`src/rtl/nco_bank.sv`:
```
// nco_bank: multi-channel NCO, NCH phase accumulators swept one channel per cycle,
//   each producing a signed sine sample from a shared quarter-wave table.
// Latency: tick at T -> channel k sample on out_valid at T+2+k; sweep period NCH+2.
// Backpressure: none; a tick while busy is dropped and flagged on overrun the next cycle.
//
// Ports:
//   clk, rst_n          clock, asynchronous active-low reset
//   cfg_we/cfg_ch/      centre frequency word write, always accepted; a write to
//   cfg_center            the channel currently updating takes effect next sweep
//   ctrl_in             NCH signed control words, channel k at [k*CTRL_W +: CTRL_W]
//   sync                clear all phases and cancel any sweep in progress
//   tick                start a sweep over all channels (when busy=0)
//   busy, overrun       sweep in progress / one-cycle pulse for a rejected tick
//   out_valid, out_ch,  sample strobe, channel, sine sample, phase-wrap flag;
//   out_sin, out_wrap     data outputs hold their last value between strobes
//   out_cos             cosine of the same phase, present only with NCO_COS_EN
//
// Optional feature: define NCO_COS_EN to add the out_cos port and its table lookup.
module nco_bank #(
  parameter int NCH     = 4,
  parameter int PHASE_W = 32,
  parameter int CTRL_W  = 16,
  parameter int GAIN_SH = 8,
  parameter int LUT_AW  = 8,
  parameter int OUT_W   = 12,
  localparam int CH_W   = (NCH > 1) ? $clog2(NCH) : 1
) (
  input  logic                     clk,
  input  logic                     rst_n,
  input  logic                     cfg_we,
  input  logic [CH_W-1:0]          cfg_ch,
  input  logic [PHASE_W-1:0]       cfg_center,
  input  logic [NCH*CTRL_W-1:0]    ctrl_in,
  input  logic                     sync,
  input  logic                     tick,
  output logic                     busy,
  output logic                     overrun,
  output logic                     out_valid,
  output logic [CH_W-1:0]          out_ch,
  output logic signed [OUT_W-1:0]  out_sin,
`ifdef NCO_COS_EN
  output logic signed [OUT_W-1:0]  out_cos,
`endif
  output logic                     out_wrap
);

  localparam int LUT_N = 2 ** LUT_AW;

  // Quarter-wave magnitude table, sampled at bin centres so that the mirrored
  // quadrants never repeat an endpoint value.
  function automatic logic [OUT_W-2:0] lut_val(input int j);
    real ang;
    real amp;
    ang = (3.14159265358979 / 2.0) * (real'(j) + 0.5) / real'(LUT_N);
    amp = real'((2 ** (OUT_W - 1)) - 1) * $sin(ang);
    return (OUT_W-1)'($rtoi(amp + 0.5));
  endfunction

  logic [OUT_W-2:0] lut_rom [LUT_N];
  for (genvar j = 0; j < LUT_N; j++) begin : g_lut
    localparam logic [OUT_W-2:0] LUT_V = lut_val(j);
    assign lut_rom[j] = LUT_V;
  end

  typedef enum logic {S_IDLE, S_RUN} state_e;

  state_e                    state_q, state_d;
  logic [CH_W-1:0]           ch_q, ch_d;
  logic                      overrun_q, overrun_d;
  logic [PHASE_W-1:0]        center_q [NCH];
  logic [PHASE_W-1:0]        phase_q  [NCH];

  logic                      out_valid_q, out_valid_d;
  logic [CH_W-1:0]           out_ch_q, out_ch_d;
  logic [OUT_W-1:0]          out_sin_q, out_sin_d;
  logic                      out_wrap_q, out_wrap_d;

  // Stage-1 datapath for the channel selected by ch_q.
  logic [PHASE_W-1:0]        cur_phase, cur_center, ctrl_ext, fcw;
  logic [CTRL_W-1:0]         cur_ctrl;
  logic [PHASE_W:0]          sum;
  logic [1:0]                quad;
  logic [LUT_AW-1:0]         idx;
  logic [OUT_W-1:0]          sin_val;
  logic                      running;

  assign running = (state_q == S_RUN);
  assign busy    = running | out_valid_q;

  always_comb begin
    cur_phase  = '0;
    cur_center = '0;
    cur_ctrl   = '0;
    for (int k = 0; k < NCH; k++) begin
      if (ch_q == CH_W'(k)) begin
        cur_phase  = phase_q[k];
        cur_center = center_q[k];
        cur_ctrl   = ctrl_in[k*CTRL_W +: CTRL_W];
      end
    end
  end

  assign ctrl_ext = PHASE_W'($signed(cur_ctrl));
  assign fcw      = cur_center + (ctrl_ext << GAIN_SH);
  assign sum      = {1'b0, cur_phase} + {1'b0, fcw};

  // The sample address comes from the phase before this update.
  assign quad = cur_phase[PHASE_W-1 -: 2];
  assign idx  = cur_phase[PHASE_W-3 -: LUT_AW];

  // Odd quadrants read the table mirrored; the upper half-cycle is negated.
  function automatic logic [OUT_W-1:0] quad_lookup(input logic [1:0] q,
                                                   input logic [OUT_W-2:0] mag);
    logic [OUT_W-1:0] m;
    m = {1'b0, mag};
    return q[1] ? -m : m;
  endfunction

  assign sin_val = quad_lookup(quad, lut_rom[quad[0] ? ~idx : idx]);

  // Sweep control.
  always_comb begin
    state_d   = state_q;
    ch_d      = ch_q;
    overrun_d = tick & busy & ~sync;
    unique case (state_q)
      S_IDLE: begin
        if (tick && !busy && !sync) begin
          state_d = S_RUN;
          ch_d    = '0;
        end
      end
      S_RUN: begin
        if (ch_q == CH_W'(NCH - 1)) begin
          state_d = S_IDLE;
        end else begin
          ch_d = ch_q + 1'b1;
        end
      end
      default: state_d = S_IDLE;
    endcase
    if (sync) begin
      state_d = S_IDLE;
    end
  end

  // Output register: the channel in stage 1 is emitted even if sync cancels the sweep.
  always_comb begin
    out_valid_d = running;
    out_ch_d    = out_ch_q;
    out_sin_d   = out_sin_q;
    out_wrap_d  = out_wrap_q;
    if (running) begin
      out_ch_d   = ch_q;
      out_sin_d  = sin_val;
      out_wrap_d = sum[PHASE_W] & ~sync;
    end
  end

  always_ff @(posedge clk or negedge rst_n) begin
    if (!rst_n) begin
      state_q     <= S_IDLE;
      ch_q        <= '0;
      overrun_q   <= 1'b0;
      out_valid_q <= 1'b0;
      out_ch_q    <= '0;
      out_sin_q   <= '0;
      out_wrap_q  <= 1'b0;
    end else begin
      state_q     <= state_d;
      ch_q        <= ch_d;
      overrun_q   <= overrun_d;
      out_valid_q <= out_valid_d;
      out_ch_q    <= out_ch_d;
      out_sin_q   <= out_sin_d;
      out_wrap_q  <= out_wrap_d;
    end
  end

  // Per-channel state. sync wins over the phase update in the same cycle.
  always_ff @(posedge clk or negedge rst_n) begin
    if (!rst_n) begin
      for (int k = 0; k < NCH; k++) begin
        center_q[k] <= '0;
        phase_q[k]  <= '0;
      end
    end else begin
      for (int k = 0; k < NCH; k++) begin
        if (cfg_we && cfg_ch == CH_W'(k)) begin
          center_q[k] <= cfg_center;
        end
        if (sync) begin
          phase_q[k] <= '0;
        end else if (running && ch_q == CH_W'(k)) begin
          phase_q[k] <= sum[PHASE_W-1:0];
        end
      end
    end
  end

`ifdef NCO_COS_EN
  logic [1:0]       quad_c;
  logic [OUT_W-1:0] cos_val, out_cos_q;

  assign quad_c  = quad + 2'd1;
  assign cos_val = quad_lookup(quad_c, lut_rom[quad_c[0] ? ~idx : idx]);

  always_ff @(posedge clk or negedge rst_n) begin
    if (!rst_n) begin
      out_cos_q <= '0;
    end else if (running) begin
      out_cos_q <= cos_val;
    end
  end

  assign out_cos = out_cos_q;
`endif

  assign overrun   = overrun_q;
  assign out_valid = out_valid_q;
  assign out_ch    = out_ch_q;
  assign out_sin   = out_sin_q;
  assign out_wrap  = out_wrap_q;

endmodule
```
`config.mk`:
```
export PLATFORM = sky130hd
export DESIGN_NAME = nco_bank
export DESIGN_NICKNAME = d
export VERILOG_FILES = /design/src/rtl/nco_bank.sv
export SDC_FILE = /design/constraint.sdc
export NUM_CORES = 1
export LEC_CHECK = 0
export ABC_AREA = 1
export CORE_MARGIN = 3
export CORE_UTILIZATION = 50
export DETAILED_ROUTE_END_ITERATION = 12
export PLACE_DENSITY = 0.77
export SYNTH_ARGS = -nofsm -noshare
export SYNTH_HDL_FRONTEND = slang
export SYNTH_SLANG_ARGS = --single-unit
export TNS_END_PERCENT = 1
```
`constraint.sdc`:
```
create_clock -name clk -period 13.7 [get_ports clk]
set_input_delay 4.11 -clock clk [delete_from_list [all_inputs] [get_ports clk]]
set_output_delay 4.11 -clock clk [all_outputs]
set_load 0.05 [all_outputs]
```
==> impl_results.md, run 1 <==
* Run status: complete, no violations
* Die X-Extent at between 150 and 200 um
* #FFs+latches synth at about 280
* DRT antenna net count at 0
* Max-cap violations at 0
* Rows at just under 70
* Worst endpoint required time at around 14000 ps
* Core Footprint at between 30000 and 40000 um^2
* Period minus WS final at around 9000 ps
* Clk slew on worst S/H paths at ~60 ps
* YS warnings at 0
* Largest net degree at the start of global routing at 148
* Setup Buffers After CTS at 0
* Post-synthesis cell area at between 15000 and 20000 um^2
* Most frequent cells in the layout: nand2_1 (787), o21ai_0 (349), dfrtp_1 (276)
* Hold_buf cts at 0
* Share of layout cells above drive strength 1 at 0.0550
* CP most frequent cell: nand2_1
* Max Clk Rate at between 0.1 and 0.15 GHz
* Cell variety after synth at 48
* GRT overflow at 0
* Worst Path Max Fanout at 4
* Crit start category: input port
* Initial Util at 0.508
* Commonest non-fill, non-tap cell in the layout: nand2_1
* DPL Wire Length at around 38 mm
* N_diodes at 0
* Vias per inst at ~6
* Die H at 196 um
* TritonCTS clock tree: done
* Final Cycle Share at 0.645
* Crit. End Element: register
* Drt drc at 0
* Drt initial violations at about 1900
* CP max stage delay at roughly 460 ps
* Worst path depth at 31
* Tightest Pin Transition at approximately 1100 ps
* Via count at 17900
* Layout Skew at approximately 12 ps
* Vias in the first global route at around 17000
* Clock Tree Buf Depth at 3
* Clock insertion delay at the later pin of the skew report at around 580 ps
* First-pass GRT wire length at roughly 89 mm
* Die area at 38600 um^2
* R2R depth at 33
* Fillcell total at 3269
* Kind of cell adding the most delay to the critical path: compound AO/OA/AOI/OAI gates
* Worst Hold Class: reg -> reg
* Tot GR Track Use at 0.284
* Number of clock sinks seen by CTS at between 200 and 300
* Relative slew slack at 0.247
* Hold depth at 2
* Num CTS Buffers at 30
* Final WL at roughly 56 mm
* Initial antenna violation count at 0
* Setup CP Type: in -> reg
* H-tree depth at 1
* Max Slew Vio Count at 0
* Final setup viols at 0
* Area growth, synth to finish at 12.8%
* Seq/Total Area, Yosys at 0.381
* Syn_area_per_cell at approximately 7 um^2
* RSZ-0062 raised after global routing: false
* Worst path bufs/invs at 3
* Drt wl/cell at between 15 and 20 um
* IO Port Bufs at 120
* Final net count at between 2000 and 3000
* Critical path's slowest cell: clkdlybuf4s50_1
* Final Hold Vio Count at 0
* Routability congestion estimate at slightly below 1
* DRT Pass-1 Iters at 7
* Synth Instances at between 2000 and 3000
* Setup_tns at 0 ps
* Root buffer cell: clkbuf_16
* Worst path arrival time at slightly above 9000 ps
* # IOs at between 100 and 150
* Synthesized net count at 2720
* Cts repair resizes at 0
metal layers:
metal / share of wire / GRT usage / routed length, um
met1: 0.41 / 0.372 / 23000
met2: 0.47 / 0.473 / 26200
met3: 0.075 / 0.0391 / 4190
met4: 0.042 / 0.126 / 2350
met5: 0 / 0 / 0
Yosys cell counts (all sizes together):
master / count / share of area
nor4: 2 / 0.00069
clkinv: 3 / 0.00062
xnor2: 10 / 0.0048
o21bai: 1 / 0.00062
fa: 3 / 0.0033
nand4: 15 / 0.0052
nor2: 183 / 0.040
a22oi: 47 / 0.021
a221oi: 32 / 0.015
nand3: 173 / 0.048
nand2: 813 / 0.17
a21oi: 157 / 0.044
o31ai: 31 / 0.013
o21a: 2 / 0.00083
clkbuf: 86 / 0.018
dfrtp: 276 / 0.38
a31oi: 5 / 0.0017
nor3: 6 / 0.0017
o21ai: 363 / 0.10
buf: 56 / 0.021
a211o: 1 / 0.00048
a21o: 3 / 0.0012
inv: 150 / 0.031
or2: 9 / 0.0031
o211ai: 5 / 0.0021
ha: 75 / 0.052
xor2: 20 / 0.012
nand3b: 4 / 0.0017
a21boi: 8 / 0.0033
path summary, 6_finish.rpt:
kind / start / slack (ps) / endpoint
max in group asynchronous: rst_n / 8300 / phase_q[110]
hold / removal: phase_q[96] / 470 / phase_q[96]
min in group asynchronous: rst_n / 3690 / center_q[92]
hold reg to reg: phase_q[96] / 470 / phase_q[96]
setup reg to reg: ch_q[1] / 6560 / phase_q[31]
setup / recovery: ctrl_in[16] / 4870 / phase_q[31]
area by class of cell:
type                            count  area (um^2)  share of cell area
Multi-Input combinational cell   1968         9990               0.489
Sequential cell                   276         6910               0.338
Timing Repair Buffer              147         1410              0.0689
Clock buffer                       41          852              0.0417
Tap cell                          461          577              0.0282
Inverter                          153          576              0.0282
Clock inverter                     13          135             0.00661
through the flow:
stage | hold WS [ps] | cells | setup slack [ps] | utilization | instance area, um^2
floorplan | 352 | 2539 | 5610 | - | 18100
global placement | 456 | 3005 | 4510 | 0.546 | 19500
detailed placement | 459 | 3005 | 4360 | 0.546 | 19500
CTS | 474 | 3059 | 4960 | 0.573 | 20400
global route | 503 | 3059 | 4330 | 0.573 | 20400
finish | 473 | 3059 | 4870 | 0.573 | 20400
sequential cells by signal (all words and copies together) (netlist names):
register,flops
center_q,128
out_wrap,1
out_ch,2
out_sin,12
out_valid_d,1
ch_q,2
overrun,1
out_valid,1
phase_q,128
worst min-delay path, cell delays in order (launching register included):
cell	delay (ps)
dfrtp_1	340
nand2_1	60
nand2_1	50
cells by family (layout without fill, tap and decap cells):
kind of cell    after synthesis  count (layout)  synth area share
xor+xnor                     30              30            0.0164
simple gates               1205            1205             0.273
buf+inv                     295             354            0.0704
flops                       276             276             0.381
fa+ha+maj                    78              78            0.0551
compound gates              655             655             0.204
Power of run 1 is not shown: default switching activity piles up to over one toggle a cycle in this logic, so the estimate is an artifact.
==> run 2, diff against run 1 <==
Clock period 13.7 ns to 9 ns, I/O delays scaled along.
==> run 2 against run 1 <==
Core utilization up 0.067 points. Non-clock buffer count up 1. Cell count about the same. Routed wire length about the same. Global-route usage about the same. Die area unchanged. Cell area up 0.12%. Critical path depth unchanged. Worst setup slack worse by 3200 ps.
==> impl_results.md, run 2 (synthesis results as in run 1) <==
* # IOs at 121 (unchanged)
* Area growth, synth to finish at 13.0% (was 12.8%)
* Final WL at 55.7 mm (about the same)
* Clock Tree Buf Depth at 3 (unchanged)
* Drt drc at 0 (unchanged)
* Die area at 38600 um^2 (unchanged)
* Max Clk Rate at between 0.1 and 0.15 GHz
* Tightest Pin Transition at 1010 ps (was 1130 ps)
* Setup CP Type: in -> reg (unchanged)
* Worst Path Max Fanout at 4 (unchanged)
* Final Hold Vio Count at 0 (unchanged)
* Root buffer cell: clkbuf_16 (unchanged)
* DPL Wire Length at 38.4 mm (was 37.8 mm)
* Max Slew Vio Count at 0 (unchanged)
* Hold_buf cts at 0 (unchanged)
* DRT Pass-1 Iters at 6 (was 7)
* Clk slew on worst S/H paths at 70 ps (was 60 ps)
* Critical path's slowest cell: clkdlybuf4s50_1 (unchanged)
* Cts repair resizes at 0 (unchanged)
* Core Footprint at 35700 um^2 (unchanged)
* Share of layout cells above drive strength 1 at 0.0550 (about the same)
* Final setup viols at 0 (unchanged)
* H-tree depth at 1 (unchanged)
* TritonCTS clock tree: done (unchanged)
* GRT overflow at 0 (unchanged)
* Final Cycle Share at 0.818
* Tot GR Track Use at 0.284 (about the same)
* Via count at 17800 (was 17900)
* Drt wl/cell at 18.2 um (about the same)
* Initial Util at 0.508 (unchanged)
* Routability congestion estimate at 0.947 (was 0.972)
* Largest net degree at the start of global routing at 179 (was 148)
* Drt initial violations at 1796 (was 1893)
* Post-DP Area at 19500 um^2 (about the same)
* Vias per inst at 5.83 (was 5.86)
* Layout Skew at 19.6 ps (was 11.6 ps)
* Number of clock sinks seen by CTS at 276 (unchanged)
* Clock insertion delay at the later pin of the skew report at 570 ps (was 580 ps)
* Rows at 69 (unchanged)
* Period minus WS final at between 7000 and 8000 ps
* Worst endpoint required time at 9420 ps (was 14110 ps)
* Vias in the first global route at 16900 (was 17200)
* CP most frequent cell: nand2_1 (unchanged)
* Max-cap violations at 0 (unchanged)
* Most frequent cells in the layout: nand2_1 (787), o21ai_0 (349), dfrtp_1 (276) (unchanged)
* Final core utilization at 0.574 (was 0.573)
* IO Port Bufs at 120 (unchanged)
* First-pass GRT wire length at 89.6 mm (was 89.5 mm)
* Run status: complete, no violations (unchanged)
* N_diodes at 0 (unchanged)
* CP max stage delay at 450 ps (was 460 ps)
* Setup Buffers After CTS at 0 (unchanged)
* Num CTS Buffers at 30 (unchanged)
* Worst Hold Class: reg -> reg (unchanged)
* DRT antenna net count at 0 (unchanged)
* Setup_tns at 0 ps (unchanged)
* Initial antenna violation count at 0 (unchanged)
* Die H at 196 um (unchanged)
* Worst path bufs/invs at 3 (unchanged)
* Relative slew slack at 0.326 (was 0.247)
* RSZ-0062 raised after global routing: false (unchanged)
* Die X-Extent at 196 um (unchanged)
* Crit start category: input port (unchanged)
* Kind of cell adding the most delay to the critical path: compound AO/OA/AOI/OAI gates (unchanged)
* Worst path arrival time at 7780 ps (was 9250 ps)
* Final net count at 2758 (was 2757)
* Final design area excluding fillers at 20500 um^2 (was 20400 um^2)
* Crit. End Element: register (unchanged)
* Commonest non-fill, non-tap cell in the layout: nand2_1 (unchanged)
[run 2: final cells by class]
class	count	area, um^2
fillers	3346	15200
multi-input cells	1968	9990
flip-flops and latches	276	6910
repair buffers	148	1430
clock buffers	44	875
well taps	461	577
inverters	153	576
clock inverters	12	116
[run 2: layer usage]
| layer | global-route usage | share of wire | vias to the layer above |
|---|---|---|---|
| met5 | 0 | 0 | - |
| met4 | 0.0996 | 0.036 | 0 |
| met3 | 0.0356 | 0.076 | 123 |
| met2 | 0.476 | 0.47 | 794 |
| met1 | 0.382 | 0.42 | 8359 |
| li1 | - | - | 8572 |
[run 2: worst reg2reg max path, delay by kind of cell, from the launching register on]
kind	cells	cell delay, ps
buffers and inverters	3	650
adder cells (fa/ha/maj)	3	1210
XOR/XNOR	1	100
flip-flops	1	430
AO/OA/AOI/OAI	17	3520
AND/OR/NAND/NOR	4	540
[run 2: final timing paths]
path                              from     endpoint  slack [ps]  cells past startpoint
min in group asynchronous        rst_n   out_sin[1]        2110                      1
min                        phase_q[64]  phase_q[64]         470                      2
max in group asynchronous        rst_n  phase_q[34]        5400                      2
max                        ctrl_in[16]  phase_q[95]        1640                     31
min reg2reg                phase_q[64]  phase_q[64]         470                      2
max reg2reg                    ch_q[1]  phase_q[94]        2390                     28
[run 2: per-stage QoR]
stage / hold slack, ps / worst slack (ps) / std cells
3_3_place_gp: 454 / 1230 / 3006
4_1_cts: 476 / 1720 / 3062
6_report: 474 / 1640 / 3062
2_1_floorplan: 352 / 2320 / 2539
3_5_place_dp: 460 / 1140 / 3006
5_1_grt: 500 / 1020 / 3062
Power of run 2 is left out for the same reason.
==> run 3, diff against run 2 <==
Clock period 9 ns to 7.4 ns, I/O delays scaled along.
==> run 3 against run 2 <==
Core utilization is 0.35 points higher. Cell area is 0.60% higher. Non-clock buffer count is 11 higher. Via count is 1.1% higher. Clock skew is 10 ps higher. Routed wire length is 4.0% higher. Critical path depth stayed put. Sequential cell count stayed put. Global-route usage is 1.1 points higher. First-iteration DRC count is 0.39% lower. Worst setup slack worse by 1100 ps.
==> impl_results.md, run 3 (synthesis results as in run 1) <==
* Run status: complete, no violations (unchanged)
* Initial Util at 0.508 (unchanged)
* Area growth, synth to finish at 13.7% (was 13.0%)
* GRT overflow at 0 (unchanged)
* Routability congestion estimate at 0.999 (was 0.947)
* Setup CP Type: in -> reg (unchanged)
* Final design area excluding fillers at 20600 um^2 (was 20500 um^2)
* Worst Hold Class: reg -> reg (unchanged)
* Vias per inst at 5.87 (was 5.83)
* Wl on met1 at 23.7 mm (was 23.4 mm)
* First-pass GRT wire length at 92.4 mm (was 89.6 mm)
* DPL Wire Length at 40.2 mm (was 38.4 mm)
* Max Slew Vio Count at 0 (unchanged)
* CP startpoint: ctrl_in[16] (unchanged)
* Final net count at 2770 (was 2758)
* Final Cycle Share at 0.921
* Largest net degree at the start of global routing at 106 (was 179)
* DRT Pass-1 Iters at 6 (unchanged)
* Num CTS Buffers at 31 (was 30)
* Tightest Pin Transition at 1030 ps (was 1010 ps)
* Post-DP Area at 19600 um^2 (was 19500 um^2)
* Tot GR Track Use at 0.295 (was 0.284)
* CP most frequent cell: nand2_1 (unchanged)
* Period minus WS final at around 6800 ps
* Drt drc at 0 (unchanged)
* TritonCTS clock tree: done (unchanged)
* Vias in the first global route at 17400 (was 16900)
* # IOs at 121 (unchanged)
* Layout Skew at 29.7 ps (was 19.6 ps)
* Drt wl/cell at 18.9 um (was 18.2 um)
* Relative slew slack at 0.311 (was 0.326)
* Drt initial violations at 1789 (was 1796)
* Met2 wire length at 27.2 mm (was 26.1 mm)
* FF-to-FF Start: ch_q[1] (unchanged)
* Clock insertion delay at the later pin of the skew report at 570 ps (about the same)
* Max-cap violations at 0 (unchanged)
* Fillcell total at 3359 (was 3346)
* Setup Buffers After CTS at 0 (unchanged)
* Critical path's slowest cell: clkdlybuf4s50_1 (unchanged)
* Worst endpoint required time at 7810 ps (was 9420 ps)
* Crit. End Element: register (unchanged)
* Final core utilization at 0.578 (was 0.574)
* H-tree depth at 1 (unchanged)
* Hold_sp: phase_q[97] (was phase_q[64])
* Final WL at 57.9 mm (was 55.7 mm)
* Final setup viols at 0 (unchanged)
* Die H at 196 um (unchanged)
* Max Clk Rate at around 0.15 GHz
* Root buffer cell: clkbuf_16 (unchanged)
* Share of layout cells above drive strength 1 at 0.0609 (was 0.0550)
* Worst Path Max Fanout at 4 (unchanged)
* Most frequent cells in the layout: nand2_1 (787), o21ai_0 (349), dfrtp_1 (276) (unchanged)
* Die area at 38600 um^2 (unchanged)
* Die X-Extent at 196 um (unchanged)
* Final Hold Vio Count at 0 (unchanged)
* Clock Tree Buf Depth at 3 (unchanged)
* Setup_tns at 0 ps (unchanged)
* Routed wl met3 at 4.40 mm (was 4.25 mm)
* CP max stage delay at 450 ps (about the same)
* Commonest non-fill, non-tap cell in the layout: nand2_1 (unchanged)
* Worst path arrival time at 7230 ps (was 7780 ps)
* Initial antenna violation count at 2 (was 0)
* Clk slew on worst S/H paths at 70 ps (about the same)
* Number of clock sinks seen by CTS at 276 (unchanged)
* N_diodes at 0 (unchanged)
* Rows at 69 (unchanged)
* DRT antenna net count at 0 (unchanged)
* Crit start category: input port (unchanged)
* RSZ-0062 raised after global routing: false (unchanged)
* Top Metal Used: met5 (was met4)
* IO Port Bufs at 120 (unchanged)
* Core Footprint at 35700 um^2 (unchanged)
* Via count at 18000 (was 17800)
[run 3: changes by cell type in the layout (fill, tap and decap cells not counted)]
cell      change
clkbuf_1      -5
clkbuf_8      +3
inv_6         +1
clkinv_4      +1
nor4_1        -1
nor4_2        +1
buf_4        +11
clkinv_2      -1
[run 3: routing by layer]
layer	vias up	global-route usage
met3	152	0.0422
met5	-	0
met2	823	0.493
met1	8465	0.383
li1	8600	-
met4	4	0.135
[run 3: critical path, delay by kind of cell]
kind	cells	cell delay [ps]
adder cells (fa/ha/maj)	3	970
buffers and inverters	3	620
AND/OR/NAND/NOR	12	1420
XOR/XNOR	1	130
AO/OA/AOI/OAI	12	1840
[run 3: worst paths after layout]
kind / to / slack [ps] / cells past startpoint
max in group asynchronous: center_q[45] / 4210 / 2
min reg2reg: phase_q[97] / 480 / 2
max reg2reg: phase_q[127] / 840 / 34
min in group asynchronous: out_sin[1] / 1660 / 1
min: phase_q[97] / 480 / 2
max: phase_q[127] / 590 / 31
[run 3: per-stage QoR]
stage / std cells / setup slack, ps / hold WS, ps
6_report: 3072 / 587 / 476
3_3_place_gp: 3017 / 158 / 457
2_1_floorplan: 2539 / 1200 / 352
5_1_grt: 3072 / 55.5 / 500
3_5_place_dp: 3017 / 1.68 / 460
4_1_cts: 3072 / 588 / 476
[run 3: final cells by class]
cell class | count | area, um^2 | share of cell area
clock buffer | 42 | 897 | 0.0436
sequential | 276 | 6910 | 0.335
clock inverter | 13 | 129 | 0.00626
timing repair buffer | 159 | 1510 | 0.0734
tap | 461 | 577 | 0.0280
multi-input combinational | 1968 | 10000 | 0.485
inverter | 153 | 576 | 0.0280
[run 3: what timing repair did]
item                                    4_1_cts  5_1_grt
hold buffers                                  0        0
endpoints found under the setup margin        0        4
resized for setup                             0        1
Power of run 3 is left out for the same reason.
